`src/rtl/riscv_pkg.sv`:
```
// Shared RV32I types, opcode constants and the decoded-instruction bundle.
package riscv_pkg;

  typedef logic [31:0] riscVDat;
  typedef logic [31:0] PC;
  typedef logic [6:0]  Opcode;
  typedef logic [4:0]  rdAdr;
  typedef logic [4:0]  rsAdr;
  typedef logic [2:0]  func3;
  typedef logic [6:0]  func7;
  typedef logic [31:0] immediate;

  localparam Opcode OPC_LUI      = 7'b0110111;
  localparam Opcode OPC_AUIPC    = 7'b0010111;
  localparam Opcode OPC_JAL      = 7'b1101111;
  localparam Opcode OPC_JALR     = 7'b1100111;
  localparam Opcode OPC_BRANCH   = 7'b1100011;
  localparam Opcode OPC_LOAD     = 7'b0000011;
  localparam Opcode OPC_STORE    = 7'b0100011;
  localparam Opcode OPC_OP_IMM   = 7'b0010011;
  localparam Opcode OPC_OP       = 7'b0110011;
  localparam Opcode OPC_MISC_MEM = 7'b0001111;
  localparam Opcode OPC_SYSTEM   = 7'b1110011;

  // Immediate encoding formats; R covers OP and unknown opcodes (imm = 0).
  typedef enum logic [2:0] {
    FMT_R,
    FMT_I,
    FMT_S,
    FMT_B,
    FMT_U,
    FMT_J
  } imm_fmt_e;

  // Everything the register-file/ALU stage needs from one instruction.
  typedef struct packed {
    Opcode    opcode;
    rdAdr     rd;
    rsAdr     rs1;
    rsAdr     rs2;
    func3     f3;
    func7     f7;
    immediate imm;
    logic     alu;
    logic     branch;
    logic     jump;
    logic     mem_rd;
    logic     mem_wr;
    logic     reg_wr;
    logic     sel_pc;
    logic     sel_imm;
    logic     illegal;
  } decoded_t;

  // Map an opcode to the layout of its immediate bits.
  function automatic imm_fmt_e imm_fmt(input Opcode opc);
    case (opc)
      OPC_OP_IMM, OPC_LOAD, OPC_JALR,
      OPC_SYSTEM, OPC_MISC_MEM:       imm_fmt = FMT_I;
      OPC_STORE:                      imm_fmt = FMT_S;
      OPC_BRANCH:                     imm_fmt = FMT_B;
      OPC_LUI, OPC_AUIPC:             imm_fmt = FMT_U;
      OPC_JAL:                        imm_fmt = FMT_J;
      default:                        imm_fmt = FMT_R;
    endcase
  endfunction

endpackage

```
`src/rtl/instr_decode_stage_imm_gen.sv`:
```
// Immediate generator: picks the format from the opcode and sign-extends.
module imm_gen
  import riscv_pkg::*;
(
  input  riscVDat  instr,
  output immediate imm
);

  // Reassemble the scattered immediate bits for the instruction's format.
  always_comb begin
    imm = '0;
    case (imm_fmt(instr[6:0]))
      FMT_I:   imm = {{20{instr[31]}}, instr[31:20]};
      FMT_S:   imm = {{20{instr[31]}}, instr[31:25], instr[11:7]};
      FMT_B:   imm = {{19{instr[31]}}, instr[31], instr[7], instr[30:25], instr[11:8], 1'b0};
      FMT_U:   imm = {instr[31:12], 12'b0};
      FMT_J:   imm = {{11{instr[31]}}, instr[31], instr[19:12], instr[20], instr[30:21], 1'b0};
      default: imm = '0;
    endcase
  end

endmodule

```
`src/rtl/instr_decode_stage.sv`:
```
// RV32I decode stage: combinational decode of the offered word into a
// one-entry pipeline register with valid/ready flow control and flush.
// Decode looks at the low 32 bits of the instruction word.
module instr_decode_stage
  import riscv_pkg::*;
#(
  parameter int I_WIDTH  = 32,
  parameter int PC_WIDTH = 32
) (
  input  logic                clk,
  input  logic                rst_n,
  input  logic                flush,
  input  logic                in_valid,
  output logic                in_ready,
  input  logic [I_WIDTH-1:0]  in_instr,
  input  logic [PC_WIDTH-1:0] in_pc,
  output logic                out_valid,
  input  logic                out_ready,
  output logic [PC_WIDTH-1:0] out_pc,
  output logic [6:0]          out_opcode,
  output logic [4:0]          out_rd,
  output logic [4:0]          out_rs1,
  output logic [4:0]          out_rs2,
  output logic [2:0]          out_f3,
  output logic [6:0]          out_f7,
  output logic [31:0]         out_imm,
  output logic                out_alu,
  output logic                out_branch,
  output logic                out_jump,
  output logic                out_mem_rd,
  output logic                out_mem_wr,
  output logic                out_reg_wr,
  output logic                out_sel_pc,
  output logic                out_sel_imm,
  output logic                out_illegal
);

  riscVDat                instr_word;
  immediate               imm_d;
  decoded_t               dec_d;
  decoded_t               dec_q;
  logic [PC_WIDTH-1:0]    pc_q;
  logic                   valid_q;

  assign instr_word = in_instr[31:0];

  imm_gen u_imm_gen (
    .instr (instr_word),
    .imm   (imm_d)
  );

  // Crack the word into fields and control strobes, then qualify legality.
  always_comb begin
    dec_d         = '0;
    dec_d.opcode  = instr_word[6:0];
    dec_d.rd      = instr_word[11:7];
    dec_d.f3      = instr_word[14:12];
    dec_d.rs1     = instr_word[19:15];
    dec_d.rs2     = instr_word[24:20];
    dec_d.f7      = instr_word[31:25];
    dec_d.imm     = imm_d;

    case (dec_d.opcode)
      OPC_LUI: begin
        dec_d.alu = 1'b1; dec_d.reg_wr = 1'b1; dec_d.sel_imm = 1'b1;
      end
      OPC_AUIPC: begin
        dec_d.alu = 1'b1; dec_d.reg_wr = 1'b1; dec_d.sel_pc = 1'b1; dec_d.sel_imm = 1'b1;
      end
      OPC_JAL: begin
        dec_d.jump = 1'b1; dec_d.reg_wr = 1'b1; dec_d.sel_pc = 1'b1; dec_d.sel_imm = 1'b1;
      end
      OPC_JALR: begin
        dec_d.jump = 1'b1; dec_d.reg_wr = 1'b1; dec_d.sel_imm = 1'b1;
      end
      OPC_BRANCH: begin
        dec_d.branch = 1'b1;
        if (dec_d.f3 == 3'b010 || dec_d.f3 == 3'b011) dec_d.illegal = 1'b1;
      end
      OPC_LOAD: begin
        dec_d.mem_rd = 1'b1; dec_d.reg_wr = 1'b1; dec_d.sel_imm = 1'b1;
        if (dec_d.f3 == 3'b011 || dec_d.f3 == 3'b110 || dec_d.f3 == 3'b111) dec_d.illegal = 1'b1;
      end
      OPC_STORE: begin
        dec_d.mem_wr = 1'b1; dec_d.sel_imm = 1'b1;
        if (dec_d.f3 > 3'b010) dec_d.illegal = 1'b1;
      end
      OPC_OP_IMM: begin
        dec_d.alu = 1'b1; dec_d.reg_wr = 1'b1; dec_d.sel_imm = 1'b1;
        // Shift-immediates reuse the upper bits as funct7.
        if (dec_d.f3 == 3'b001 && dec_d.f7 != 7'h00) dec_d.illegal = 1'b1;
        if (dec_d.f3 == 3'b101 && dec_d.f7 != 7'h00 && dec_d.f7 != 7'h20) dec_d.illegal = 1'b1;
      end
      OPC_OP: begin
        dec_d.alu = 1'b1; dec_d.reg_wr = 1'b1;
        if (dec_d.f7 != 7'h00 && dec_d.f7 != 7'h20) dec_d.illegal = 1'b1;
        if (dec_d.f7 == 7'h20 && dec_d.f3 != 3'b000 && dec_d.f3 != 3'b101) dec_d.illegal = 1'b1;
      end
      OPC_MISC_MEM, OPC_SYSTEM: begin
        dec_d.sel_imm = 1'b1;
      end
      default: begin
        dec_d.illegal = 1'b1;
      end
    endcase

    // Compressed or reserved encodings never reach a legal opcode.
    if (instr_word[1:0] != 2'b11) dec_d.illegal = 1'b1;

    // Writes to x0 are discarded, so do not request one.
    if (dec_d.rd == 5'd0) dec_d.reg_wr = 1'b0;

    if (dec_d.illegal) begin
      dec_d.alu     = 1'b0;
      dec_d.branch  = 1'b0;
      dec_d.jump    = 1'b0;
      dec_d.mem_rd  = 1'b0;
      dec_d.mem_wr  = 1'b0;
      dec_d.reg_wr  = 1'b0;
      dec_d.sel_pc  = 1'b0;
      dec_d.sel_imm = 1'b0;
    end
  end

  assign in_ready = ~valid_q | out_ready;

  // Pipeline register: flush wins, otherwise advance whenever the slot frees.
  always_ff @(posedge clk or negedge rst_n) begin
    if (!rst_n) begin
      valid_q <= 1'b0;
      pc_q    <= '0;
      dec_q   <= '0;
    end else if (flush) begin
      valid_q <= 1'b0;
    end else if (in_ready) begin
      valid_q <= in_valid;
      if (in_valid) begin
        pc_q  <= in_pc;
        dec_q <= dec_d;
      end
    end
  end

  assign out_valid   = valid_q;
  assign out_pc      = pc_q;
  assign out_opcode  = dec_q.opcode;
  assign out_rd      = dec_q.rd;
  assign out_rs1     = dec_q.rs1;
  assign out_rs2     = dec_q.rs2;
  assign out_f3      = dec_q.f3;
  assign out_f7      = dec_q.f7;
  assign out_imm     = dec_q.imm;
  assign out_alu     = dec_q.alu;
  assign out_branch  = dec_q.branch;
  assign out_jump    = dec_q.jump;
  assign out_mem_rd  = dec_q.mem_rd;
  assign out_mem_wr  = dec_q.mem_wr;
  assign out_reg_wr  = dec_q.reg_wr;
  assign out_sel_pc  = dec_q.sel_pc;
  assign out_sel_imm = dec_q.sel_imm;
  assign out_illegal = dec_q.illegal;

endmodule

```
`config.mk`:
```
export PLATFORM = sky130hd
export DESIGN_NAME = instr_decode_stage
export DESIGN_NICKNAME = d
export VERILOG_FILES = /design/src/rtl/riscv_pkg.sv /design/src/rtl/instr_decode_stage_imm_gen.sv /design/src/rtl/instr_decode_stage.sv
export SDC_FILE = /design/constraint.sdc
export NUM_CORES = 1
export LEC_CHECK = 0
export BUFFER_PORTS_ARGS = -buffer_cell sky130_fd_sc_hd__buf_4
export CAP_MARGIN = 10
export CORE_ASPECT_RATIO = 0.9
export CORE_MARGIN = 2
export CORE_UTILIZATION = 50
export CTS_CLUSTER_SIZE = 28
export DETAILED_ROUTE_END_ITERATION = 8
export PLACE_DENSITY = 0.78
export SYNTH_ARGS = -nofsm -noshare
export SYNTH_HDL_FRONTEND = slang
export SYNTH_HIERARCHICAL = 1
export SYNTH_SLANG_ARGS = --single-unit
```
`constraint.sdc`:
```
create_clock -name clk -period 1.7 [get_ports clk]
set_input_delay 0.34 -clock clk [delete_from_list [all_inputs] [get_ports clk]]
set_output_delay 0.34 -clock clk [all_outputs]
set_load 0.02 [all_outputs]
```
Word-level counts from Yosys, hierarchy flattened
Cells that the tools add are included.

cells by class
  order comparisons = 1
  multiply operators = 0
  add/sub/neg operators = 0
  muxes and demuxes = 23
  reductions and logical operators = 22
  shift operators = 0
  div/mod/pow operators = 0
  equal/unequal tests = 26
  bitwise gates (word level) = 3

operators by type and width
  operator                                                                         number
  32-bit case mux with 5 select lines                                              1
  7-bit by 6-bit equality test with 1-bit output, second input constant            4
  7-bit equality test, second input constant                                       4
  1-bit two-way mux                                                                19
  3-bit equality test, second input constant                                       5
  3-bit case mux with 5 select lines                                               1
  7-bit by 5-bit equality test with 1-bit output, second input constant            2
  3-bit by 2-bit equality test with 1-bit output, second input constant            4
  9-bit OR reduction                                                               1
  8-bit two-way mux                                                                1
  7-bit by 2-bit equality test with 1-bit output, second input constant            1
  7-bit by 4-bit equality test with 1-bit output, second input constant            1
  7-bit by 6-bit inequality test with 1-bit output, second input constant          1
  7-bit nonzero test                                                               1
  7-bit OR reduction                                                               1
  3-bit by 1-bit equality test with 1-bit output, second input constant            2
  1-bit logical AND                                                                6
  1-bit case mux with 6 select lines                                               1
  2-bit OR reduction                                                               3
  6-bit OR reduction                                                               1
  5-bit zero test                                                                  1
  5-bit OR reduction                                                               1
  4-bit OR reduction                                                               1
  3-bit by 2-bit greater-than comparator with 1-bit output, second input constant  1
  other kinds (8)                                                                  11

storage, ports and cells
  bits in writable memories = 0
  output and inout port bits = 107
  latch bits = 0
  memories kept = 0
  register bits = 106
  ROM bits = 0
  input port bits = 69
  word-level logic and storage cells = 93

Longest topological paths before layout
  depth in word-level cells = 7
  mapped depth = 8
  depth with buffers taken out = 6

Hierarchy
The synthesis kept the hierarchy.

by module, submodules not included
  module              times used  cells an instance  seq. area each (um2)  area each (um2)
  instr_decode_stage  1           480                2652.5                4279.1
  imm_gen             1           87                 0.0                   643.1

Worst setup path before layout
No wires, ideal clock.

  kind = register to register
  start point = register valid_q, in the netlist out_valid
  end point = register dec_q, in the netlist out_opcode[0]
  data arrival time = 1.646 ns
  buffers on the path = 2
  setup time = 0.065 ns
  clock period less this slack = 1.711 ns
  stages on the path, launching flop included = 8
  path slack = -0.011 ns
  data required time = 1.635 ns
  path through = dfrtp_1 -> nor2b_1 -> inv_1 -> nand3b_2 -> buf_6 -> clkbuf_1 -> nand2_1 -> nand2_1

on the way
  word-level cells in the longest chain between the ends = 3

RTL lines
  element                        RTL line                   source
  from (decl)                    instr_decode_stage.sv:43   logic valid_q;
  from (signal assigned)         instr_decode_stage.sv:136  valid_q <= in_valid;
  1-bit NOT                      instr_decode_stage.sv:125  assign in_ready = ~valid_q | out_ready;
  1-bit OR                       instr_decode_stage.sv:125
  via in_ready                   instr_decode_stage.sv:14   output logic in_ready,
  3-bit AND reduction (no line)  n/a
  to (signal assigned)           instr_decode_stage.sv:132  dec_q <= '0;
  to (signal assigned)           instr_decode_stage.sv:139  dec_q <= dec_d;
  to (decl)                      instr_decode_stage.sv:41   decoded_t dec_q;

The timed path passes the listed nets, and every way through them passes these cells.
A chain may end at the register's enable or synchronous reset.

Final worst setup path
  start point = register valid_q, in the netlist out_valid
  end point = register dec_q, in the netlist out_mem_wr

on the way
  word-level cells in the longest chain between the ends = 3

RTL lines
  element                        RTL line
  1-bit NOT                      instr_decode_stage.sv:125
  1-bit OR                       instr_decode_stage.sv:125
  3-bit AND reduction (no line)  n/a

No other way between the ends.

==> reports/summary.md <==
For the buffer depth of the longest clock path, the log shows 2. The die outline height was 98.1 microns. The total length of routed wires was 13,600 microns. The number of remaining DRC errors came out at 0. The number of antenna diodes in the final layout is 0. The largest area contributor in the netlist was dfrtp_1. The run gives 4300 uW as the internal power of the cells. After synthesis, flip-flops and latches occupy 53.9% of the total area. After synthesis the cells add up to 4920 sq um.

The library cells used most frequently in the layout, excluding fill and tap cells, are nand2_1, buf_4, dfrtp_1. After synthesis, the cell types taking the most area are dfrtp_1, nand2_1, clkbuf_1. In this run, synthesis inferred 0 flip-flops with an integrated enable.

During synthesis, Yosys emitted a total of 6 warnings. The tools report the total clock sinks as 106. The clock period could shrink to 1.61 ns. Including well taps, the total number of placed cells is 877. The flow ran to the end, and the final reports show no timing, DRC or antenna violations. In this run, distinct cell masters in the synthesized netlist total 60.

For the number of vias in the routed layout, the log shows 4,701. 176 I/O pins were placed. The number of DRC violations after detailed-routing iteration 0 is 490. In this run the worst hold path is classified as in2reg. The floorplan step defined a die boundary enclosing 10,700 sq um. The clock share of power was 28.4%; the via count of the first global-routing pass was 4,412. The post-route fraction of the period consumed by the critical path was 94.7%. The kind of launch point of the worst setup path is a flop. In this run the clock root is driven by a clkbuf_8.

The signal on the critical path passes through nor2b_2 -> nor3b_4 -> o2111ai_2 -> nor4_2 -> a32o_1. Slowest stage cell on the critical path: dfrtp_1. Global routing used 25.8% of the available tracks. The tools report the category of the worst setup path capture point as a flop. For the pin with the worst max-slew slack, the measured transition is 0.472 ns. The clock slew seen by the registers of the worst setup and hold paths is 0.10 ns, and the share of power burned in registers is 47.0%. The library cell used most frequently in the layout, excluding fill and tap cells, is nand2_1.

At the worst endpoint, the required time is 2.01 ns. The fraction of final layout cells sized beyond drive strength 1 works out to 33.3%. Layout-stage area growth over the synthesis result: 38.8%.

For the final database, setup skew stands at 0.0134 ns. The core region is 9610 sq um. The number of synthesized register bits was 106. The kind of cell adding the most delay to the critical path was simple AND/OR/NAND/NOR gates.

Routability-driven placement finished with a final weighted congestion of 0.844. Of the total power, the share spent switching nets is 30.6%. Post-CTS timing repair inserted 0 buffers for setup. For the total congestion overflow, the log shows 0. The total count of max-transition violations in the final report was 0; the clock insertion delay at the later pin of the skew report was 0.37 ns.

The tools report the post-CTS resize count as 0. The first TritonRoute pass finished after 5 iterations. The share of total power dissipated in combinational logic is 24.6%. The logs give 567 for the cell count after synthesis and 9 for the number of buffers inserted during clock tree synthesis. The run gives 71.1% as the share of the core filled with cells.

The filler cells instantiated in the layout total 754. The register area was 2650 sq um. Each instance of the synthesized netlist takes up on average 8.68 sq um.

The number of nets produced by synthesis is 636. After detailed routing, the number of vias per cell comes to 5.26. The final antenna-violating net count came out at 0. In the final routed layout, each cell accounts on average for 15.2 microns. TritonCTS built the clock tree. Once the floorplan was initialized, standard cells occupied 51.2% of the core.

The floorplan has 34 rows. For the count of hold-fix buffers inserted at cts, the log shows 1. Summing all multi-input logic gate instances after layout gives 2090 sq um. After legalization and detailed placement, the total HPWL measured 10,100 microns. The peak per-stage delay on the critical path works out to 0.40 ns. Buffering stage count on the worst path with inverters included: 0.

The leading register cell type out of synthesis was dfrtp_1. The tools report the final count of hold timing violations as 0. For this design the total switching power over the nets is 1900 uW. The logs give 3 for the number of levels in the clock H-tree and 0 for the count of maximum capacitance violations. The tools report the setup violation total in the final timing report as 0.

Setup repair after global routing left no endpoint under its margin. Initial antenna violation count: 0. The share of synthesized area in the top cell type comes to 53.9%. The highest clock rate was 0.621 GHz. The horizontal extent of the die works out to 109 microns. The maximum fanout along the worst path is 3, and the net total in the final layout is 832. The static leakage is 0.00386 uW. The worst pin sits at a relative slew slack of 68.5%. For the arrival time of data at the critical path endpoint, the log shows 1.92 ns. The critical setup path kind was reg2reg. Dividing total power by cell area gives a power density of 908 nW/um^2. Entering global routing, the biggest net connects 60 pins. The logs give 0.550 mV for the worst ir drop on vdd and 894 for the final instance count without filler cells. The async set-or-reset flop fraction in the synthesized netlist works out to 100%.

The first global-routing pass estimated 21,800 microns of wire. The count of buffers added on input and output ports is 175.
## sequential cells by signal, indices dropped and copies added (netlist names), 3 cells and up
register,cells
out_f7,7
out_rd,5
out_opcode,7
out_f3,3
out_rs1,5
out_pc,32
out_rs2,5
out_imm,32
## through the flow
step / hold slack, ns / setup WS (ns) / TNS (ns) / power, uW / area (sq um)
final: 0.145 / 0.0905 / 0 / 6200 / 6830
after global routing: 0.142 / 0.00818 / 0 / 6480 / 6830
after global placement: 0.290 / -0.0461 / -0.145 / 4450 / 6600
after floorplan: 0.0444 / 0.0470 / 0 / 3680 / 4920
after CTS: 0.142 / 0.0917 / 0 / 6240 / 6830
after detailed placement: 0.298 / -0.0944 / -0.718 / 4490 / 6600
## worst reg2reg max path, cell delays in order (launching register included)
cell	delay [ns]
dfrtp_1	0.40
nor2b_2	0.18
nor3b_4	0.21
o2111ai_2	0.16
nor4_2	0.39
a32o_1	0.22
## cells in the mapped netlist, drive strengths merged, types with 4 or more instances
cell / n
inv: 4
nand3b: 4
a22o: 7
a21oi: 14
nor2: 14
o21ai: 11
nand2: 305
buf: 15
a211oi: 4
and3: 7
dfrtp: 106
a21o: 8
clkbuf: 18
a32o: 6
## routing by layer
metal	GRT usage (%)	vias to the layer above	share of wire (%)
met5	0	-	0
met4	6.11	0	1.4
met2	39.7	202	46
met3	6.14	22	8.1
met1	37.3	2253	44
li1	-	2224	-
## kinds of logic (layout without fill, tap and decap cells)
logic type,Yosys count,count (layout),synth area share (%)
AOI/OAI and AO/OA,64,64,10.3
xor gates and xnor gates,2,2,0.737
buffers and inverters,37,238,3.91
DFF,106,106,53.9
muxes,1,1,0.203
and+or+nand+nor,357,357,30.9
## final cells by class
cell class / count / area share, %
Multi-Input combinational cell: 424 / 30.6
Clock inverter: 5 / 1.25
Clock buffer: 11 / 2.07
Tap cell: 126 / 2.31
Inverter: 4 / 0.256
Sequential cell: 106 / 38.8
Timing Repair Buffer: 218 / 24.7
## final timing paths
check                            from          end  slack, ns  depth (start not counted)
min                             flush    out_valid       0.15                          2
max reg2reg                 out_valid   out_mem_wr       0.09                          5
min in group asynchronous       rst_n   out_pc[23]       0.43                          2
max                         out_valid   out_mem_wr       0.09                          5
min reg2reg                out_imm[0]   out_imm[0]       0.48                          2
max in group asynchronous       rst_n  out_imm[10]       0.68                          3
## power groups by stage
| stage | Sequential, uW | Clock, uW | Combinational, uW |
|---|---|---|---|
| floorplan | 3270 | 0 | 406 |
| global placement | 2960 | 0 | 1500 |
| detailed placement | 2970 | 0 | 1530 |
| CTS | 2920 | 1780 | 1540 |
| global route | 2950 | 1880 | 1650 |
| finish | 2920 | 1760 | 1520 |
Power figures use the tool's default switching activity.
